[config.mk]
export PLATFORM = sky130hd
export DESIGN_NAME = rom_sweep_ctrl
export DESIGN_NICKNAME = d
export VERILOG_FILES = /design/src/rtl/rom_sweep_ctrl.sv
export SDC_FILE = /design/constraint.sdc
export NUM_CORES = 1
export LEC_CHECK = 0
export CELL_PAD_IN_SITES_DETAIL_PLACEMENT = 1
export CELL_PAD_IN_SITES_GLOBAL_PLACEMENT = 1
export CORE_MARGIN = 8
export CORE_UTILIZATION = 40
export CTS_CLUSTER_SIZE = 12
export DETAILED_ROUTE_END_ITERATION = 7
export PLACE_DENSITY = 0.95
export SLEW_MARGIN = 20
export SYNTH_ARGS = -nofsm -noshare
export SYNTH_HDL_FRONTEND = slang
export SYNTH_SLANG_ARGS = --single-unit
[constraint.sdc]
create_clock -name clk -period 2.85 [get_ports clk]
set_clock_uncertainty 0.15 [all_clocks]
set_input_delay 0.57 -clock clk [delete_from_list [all_inputs] [get_ports clk]]
set_output_delay 0.57 -clock clk [all_outputs]
set_load 0.01 [all_outputs]
[src/rtl/rom_sweep_ctrl.sv]
// Sweeps an inclusive, wrapping address range of a 16x4 combinational ROM and
// streams each (address, data) pair out on valid/ready with a running checksum.
module rom_sweep_ctrl #(
    parameter int unsigned DWELL = 1
) (
    input  logic       clk,
    input  logic       rst_n,
    input  logic       start,
    input  logic [3:0] first_addr,
    input  logic [3:0] last_addr,
    output logic [3:0] rom_addr,
    input  logic [3:0] rom_data,
    output logic       out_valid,
    input  logic       out_ready,
    output logic [3:0] out_addr,
    output logic [3:0] out_data,
    output logic       busy,
    output logic       done,
    output logic [7:0] checksum
);

    localparam int unsigned AW = 4;
    localparam int unsigned CW = 4;
    localparam int unsigned SW = 8;
    localparam logic [CW-1:0] DWELL_INIT = CW'(DWELL - 1);

    typedef enum logic [1:0] {
        IDLE   = 2'd0,
        SETTLE = 2'd1,
        EMIT   = 2'd2,
        DONE   = 2'd3
    } state_t;

    state_t          state;
    state_t          state_nx;
    logic [CW-1:0]   dwell_cnt;
    logic [AW-1:0]   last_q;
    logic            handshake;
    logic            busy_nx;
    logic            done_nx;
    logic            valid_nx;

    assign handshake = out_valid & out_ready;

    // State register
    always_ff @(posedge clk or negedge rst_n) begin
        if (!rst_n) begin
            state <= IDLE;
        end else begin
            state <= state_nx;
        end
    end

    // Next-state logic
    always_comb begin
        state_nx = state;
        unique case (state)
            IDLE:    if (start) state_nx = SETTLE;
            SETTLE:  if (dwell_cnt == '0) state_nx = EMIT;
            EMIT: begin
                if (handshake) begin
                    state_nx = (rom_addr == last_q) ? DONE : SETTLE;
                end
            end
            DONE:    state_nx = IDLE;
            default: state_nx = IDLE;
        endcase
    end

    // Status outputs are decoded from the next state so they register in step with it
    always_comb begin
        busy_nx  = 1'b0;
        done_nx  = 1'b0;
        valid_nx = 1'b0;
        busy_nx  = (state_nx != IDLE);
        done_nx  = (state_nx == DONE);
        valid_nx = (state_nx == EMIT);
    end

    // Datapath and registered outputs
    always_ff @(posedge clk or negedge rst_n) begin
        if (!rst_n) begin
            rom_addr  <= '0;
            last_q    <= '0;
            dwell_cnt <= '0;
            out_addr  <= '0;
            out_data  <= '0;
            checksum  <= '0;
            busy      <= 1'b0;
            done      <= 1'b0;
            out_valid <= 1'b0;
        end else begin
            busy      <= busy_nx;
            done      <= done_nx;
            out_valid <= valid_nx;
            unique case (state)
                IDLE: begin
                    if (start) begin
                        last_q    <= last_addr;
                        rom_addr  <= first_addr;
                        checksum  <= '0;
                        dwell_cnt <= DWELL_INIT;
                    end
                end
                SETTLE: begin
                    if (dwell_cnt != '0) begin
                        dwell_cnt <= dwell_cnt - CW'(1);
                    end else begin
                        out_data <= rom_data;
                        out_addr <= rom_addr;
                    end
                end
                EMIT: begin
                    if (handshake) begin
                        checksum <= checksum + SW'(out_data);
                        if (rom_addr != last_q) begin
                            rom_addr  <= rom_addr + AW'(1);
                            dwell_cnt <= DWELL_INIT;
                        end
                    end
                end
                default: ;
            endcase
        end
    end

endmodule

# Word-level counts from Yosys, hierarchy flattened

Index checks and enable logic that the tools add are counted.

Bits in registers: 33
Bits of input ports: 16
Output and inout port bits: 23
Word-level logic and storage cells: 54

$add $sub $neg: 3
Equality and inequality tests: 11
Multiplexer cells: 17
Bitwise operators: 2
Reduce and logical (&&, ||, !) cells: 11

Operators by type and width:

| operator                                                            | number |
|---|---|
| 4-bit two-way mux                                                   | 7 |
| 8-bit two-way mux                                                   | 2 |
| 8-bit one-hot mux with 2 select lines                               | 1 |
| 4-bit one-hot mux with 3 select lines                               | 1 |
| 8-bit by 4-bit adder with 8-bit output                              | 1 |
| 2-bit == test (second input constant)                               | 4 |
| 2-bit two-way mux                                                   | 4 |
| 2-bit != test (second input constant)                               | 4 |
| 2-bit one-hot mux with 4 select lines                               | 1 |
| 4-bit one-hot mux with 2 select lines                               | 1 |
| 5-bit AND reduction                                                 | 1 |
| 4-bit by 1-bit adder with 4-bit output (second input constant)      | 1 |
| 4-bit == test                                                       | 1 |
| 4-bit logical NOT                                                   | 1 |
| 4-bit != test                                                       | 1 |
| 2-bit AND reduction                                                 | 2 |
| 4-bit AND reduction                                                 | 1 |
| 2-bit nonzero test                                                  | 2 |
| 4-bit nonzero test                                                  | 1 |
| 4-bit by 1-bit subtractor with 4-bit output (second input constant) | 1 |
| 3-bit AND reduction                                                 | 1 |
| 3-bit nonzero test                                                  | 1 |
| 2-bit by 1-bit == test with 1-bit output (second input constant)    | 1 |
| 2-bit logical NOT                                                   | 1 |
| 2 further kinds                                                     | 2 |

# Depth between registers and ports, before layout

Depth after elaboration: 5
Mapped depth: 7
Depth with buffers taken out: 7

# Worst setup path after synthesis

Ideal clock, no wire load.

Kind: reg2reg
Start point: reg out_data[0]
End point: reg checksum[6]
Setup time: 138 ps
Arrival time: 1,654 ps
Required time: 2,562 ps
Setup slack: 908 ps
Stages on the path, launching flop included: 8
Path buffers: 0
Clock period less this slack: 1,942 ps
Path through: dfrtp_1 > ha_1 > fa_1 > a21o_1 > a21oi_1 > nor3_2 > xnor2_1 > nor2_1

Longest elaborated chain between the ends: 3

Ends and longest elaborated chain:

| element                                | RTL line | source |
|---|---|---|
| start, declared                        | 16       | `output logic [3:0] out_data,` |
| start signal, assigned                 | 109      | `out_data <= rom_data;` |
| 8-bit by 4-bit adder with 8-bit output | 115      | `checksum <= checksum + SW'(out_data);` |
| 8-bit two-way mux                      | 114      | `if (handshake) begin` |
| 8-bit one-hot mux with 2 select lines  | 96       | `unique case (state)` |
| end signal, assigned                   | 115      |  |
| end, declared                          | 19       | `output logic [7:0] checksum` |

No other way between the ends. The select of a mux whose other input is x is not followed.
A chain may end at the register's enable or synchronous reset.

# Worst setup path in the final report

Start point: in out_ready
End point: reg checksum[7]

Longest elaborated chain between the ends: 3

Ends and longest elaborated chain:

| element                              | RTL line | source |
|---|---|---|
| start, declared                      | 14       | `input logic out_ready,` |
| 1-bit bitwise AND                    | 43       | `assign handshake = out_valid & out_ready;` |
| 2-bit != test (no source line)       | n/a      |  |
| 3-bit AND reduction (no source line) | n/a      |  |

No other way between the ends.

==> impl_metrics.ini <==
[status]
status = complete, no violations

[floorplanning]
initial_core_util_pct = 41.5
dieHeight_um = 80.5
io_pins = 39
num_rows = 23
dieArea_mm2 = 0.00647
fp.coreArea_mm2 = 0.00400
fp.dieW_um = 80.5

[detailed_routing]
drtPass1Iterations = 4
wl_per_cell_um = 16.4
totalWireLength_mm = 4.30
viasPerCell = 5.26
num_vias = 1378
drtIter0Drc = 81
drc_errors = 0
ant_nets = 0

[sta]
tns_ns = 0
setup_viol = 0
min_period_ns = 2.12
slew_headroom_pct = 63.4
rsz0062_at_grt = false
fmax_ghz = 0.471
layout_setup_ws_ns = 0.727
worstMarginPinSlew_ns = 0.544
final_hold_viol_count = 0
timing.hold.ws_ns = 0.333
fin_crit_sh_pct = 74.5
drv_slew = 0

[yosys]
ys_types = 38
synth.yosys.seq_area_share_pct = 49.7
syn_area_mm2 = 0.00166
async_reset_ff_share_pct = 100
ys_warn_count = 0
synth_cells = 165
avgSynthCellArea_um2 = 10.1
syn_nets = 188
synth_top_flop_cell = dfrtp_1
synth-edff-count = 0
ys_ff_latch = 33

[setup_path]
start_kind = input port
cpPeakStageDelay_ns = 0.55
worst_path_max_delay_cell = or4_1
crit_type = in -> reg
path_cells = clkdlybuf4s50_1 > nand3_1 > a21o_1 > or4_1 > a21oi_1
critPathBufInv = 1
critical-path-top-delay-family = simple AND/OR/NAND/NOR gates
end_kind = flop
worstPathRequired_ns = 2.92
path_max_fanout = 12
worstPathArrival_ns = 2.19

[grt]
antenna_found_initial = 0
track_usage_pct = 14.7
grt_start_max_net_pins = 34
first_global_vias = 1524
grt_pass1_wl_mm = 7.33
gr-total-overflow = 0

[layout]
layout.nets = 234
syn_to_final_growth_pct = 31.7
finalNonFillerCells = 262
multi_input_area_um2 = 791
regArea_um2 = 826
drive_gt1_share_pct = 9.91
antenna_cells = 0
fillers = 466

[power_and_ir_drop]
p_total_w = 0.00217
leakage_nw = 0.992
p_per_area_mw_per_mm2 = 990
max-vdd-ir-drop_v = 0.000426

[cts]
post_cts_buffers = 0
cts.repair.resized = 0
hold_buffers = 0
cts_tree = built
cts_made_buffers = 5
insertion_delay_ns = 0.29
root_buffer = clkbuf_8
clkTransAtPathRegs_ns = 0.07
h-tree-depth = 2
clockBufferDepth = 2
cts_sinks = 33

[placed_design]
placed_cells_incl_taps = 254
pre_cts_slack_ns = 0.420
gp_congestion = 0.760
port_buffers = 38
dp_hpwl_mm = 3.30

[run]
maxCapViolCount = 0

[worst_hold_path]
worstHoldPathType = reg -> reg
[through the flow]
step | instance area (um^2) | util (%)
2_1_floorplan | 1660 | -
3_3_place_gp | 2110 | 52.7
3_5_place_dp | 2110 | 52.7
4_1_cts | 2190 | 54.7
5_1_grt | 2190 | 54.7
6_report | 2190 | 54.7
[path summary, 6_finish.rpt]
check	start	to	slack (ns)	cells after the start
worst max-delay path	out_ready	checksum[7]	0.73	5
worst min-delay path	out_addr[3]	out_addr[3]	0.33	2
worst max register to register	out_data[0]	checksum[6]	0.77	7
worst min register to register	out_addr[3]	out_addr[3]	0.33	2
max in group asynchronous	rst_n	out_addr[2]	1.71	2
min in group asynchronous	rst_n	out_valid	0.53	2
[kinds of logic (layout without fill, tap and decap cells)]
family | count (synthesis) | in the layout | synth area share, %
multiplexers | 4 | 4 | 2.71
adder cells (fa/ha/maj) | 7 | 7 | 5.72
flip-flops | 33 | 33 | 49.7
buffers and inverters | 8 | 55 | 2.71
AO/OA/AOI/OAI | 36 | 36 | 14.7
AND/OR/NAND/NOR | 70 | 70 | 20.8
XOR/XNOR | 7 | 7 | 3.69
[registers in the layout, indices dropped and copies added (netlist names), 2 cells and up]
name	count
checksum	8
dwell_cnt	4
last_q	4
out_addr	4
out_data	4
rom_addr	4
state	2
[cells in the mapped netlist, types with 3 or more instances]
cell      instances  share of area (%)
a21o_1            5                2.3
nand2_1          39                8.8
nand3_1           7                2.1
nand2b_1          3                1.1
dfrtp_1          33                 50
ha_1              6                4.5
mux2_2            4                2.7
nor2_1            6                1.4
o21ai_0           4                1.2
xor2_1            5                2.6
inv_1             5                1.1
a21oi_1          16                4.8
[where the power goes]
group | internal [W] | switching, W | total [W] | leakage [nW]
Clock | 0.000173 | 0.000167 | 0.000341 | 0.0395
Sequential | 0.000647 | 0.000182 | 0.000829 | 0.415
Combinational | 0.000481 | 0.000516 | 0.000997 | 0.538
Total | 0.00130 | 0.000865 | 0.00217 | 0.992
[cell usage in the layout, fill, tap and decap left out, types with 2 or more instances in the layout]
cell type / n
clkdlybuf4s50_1: 38
inv_1: 5
clkbuf_8: 5
mux2_2: 4
nor2_1: 6
o31ai_1: 2
clkbuf_1: 3
o22ai_1: 2
a31oi_1: 2
nand3_1: 7
xnor2_1: 2
dfrtp_1: 33
nand2_1: 39
buf_4: 4
a21oi_1: 16
a21o_1: 5
nand2b_1: 3
ha_1: 6
or3_1: 2
xor2_1: 5
o21ai_0: 4
[worst register-to-register path, stage by stage, from the launching register on]
cell	delay, ns
dfrtp_1	0.41
ha_1	0.24
fa_1	0.42
a21o_1	0.21
a21oi_1	0.26
nor3_2	0.08
xnor2_1	0.15
nor2_1	0.05
[final cells by class]
class                      instances  area share, %
multi-input combinational        124           36.1
tap                               50           2.86
clock buffer                       8           3.66
sequential                        33           37.7
inverter                           5          0.858
timing repair buffer              42           18.8
[layer usage]
metal / up-vias / GRT usage, % / wire length, um
li1: 662 / - / -
met1: 680 / 16.0 / 1770
met2: 29 / 25.1 / 2210
met3: 7 / 5.36 / 249
met4: 0 / 6.00 / 75
met5: - / 0 / 0
Power figures use the tool's default switching activity.
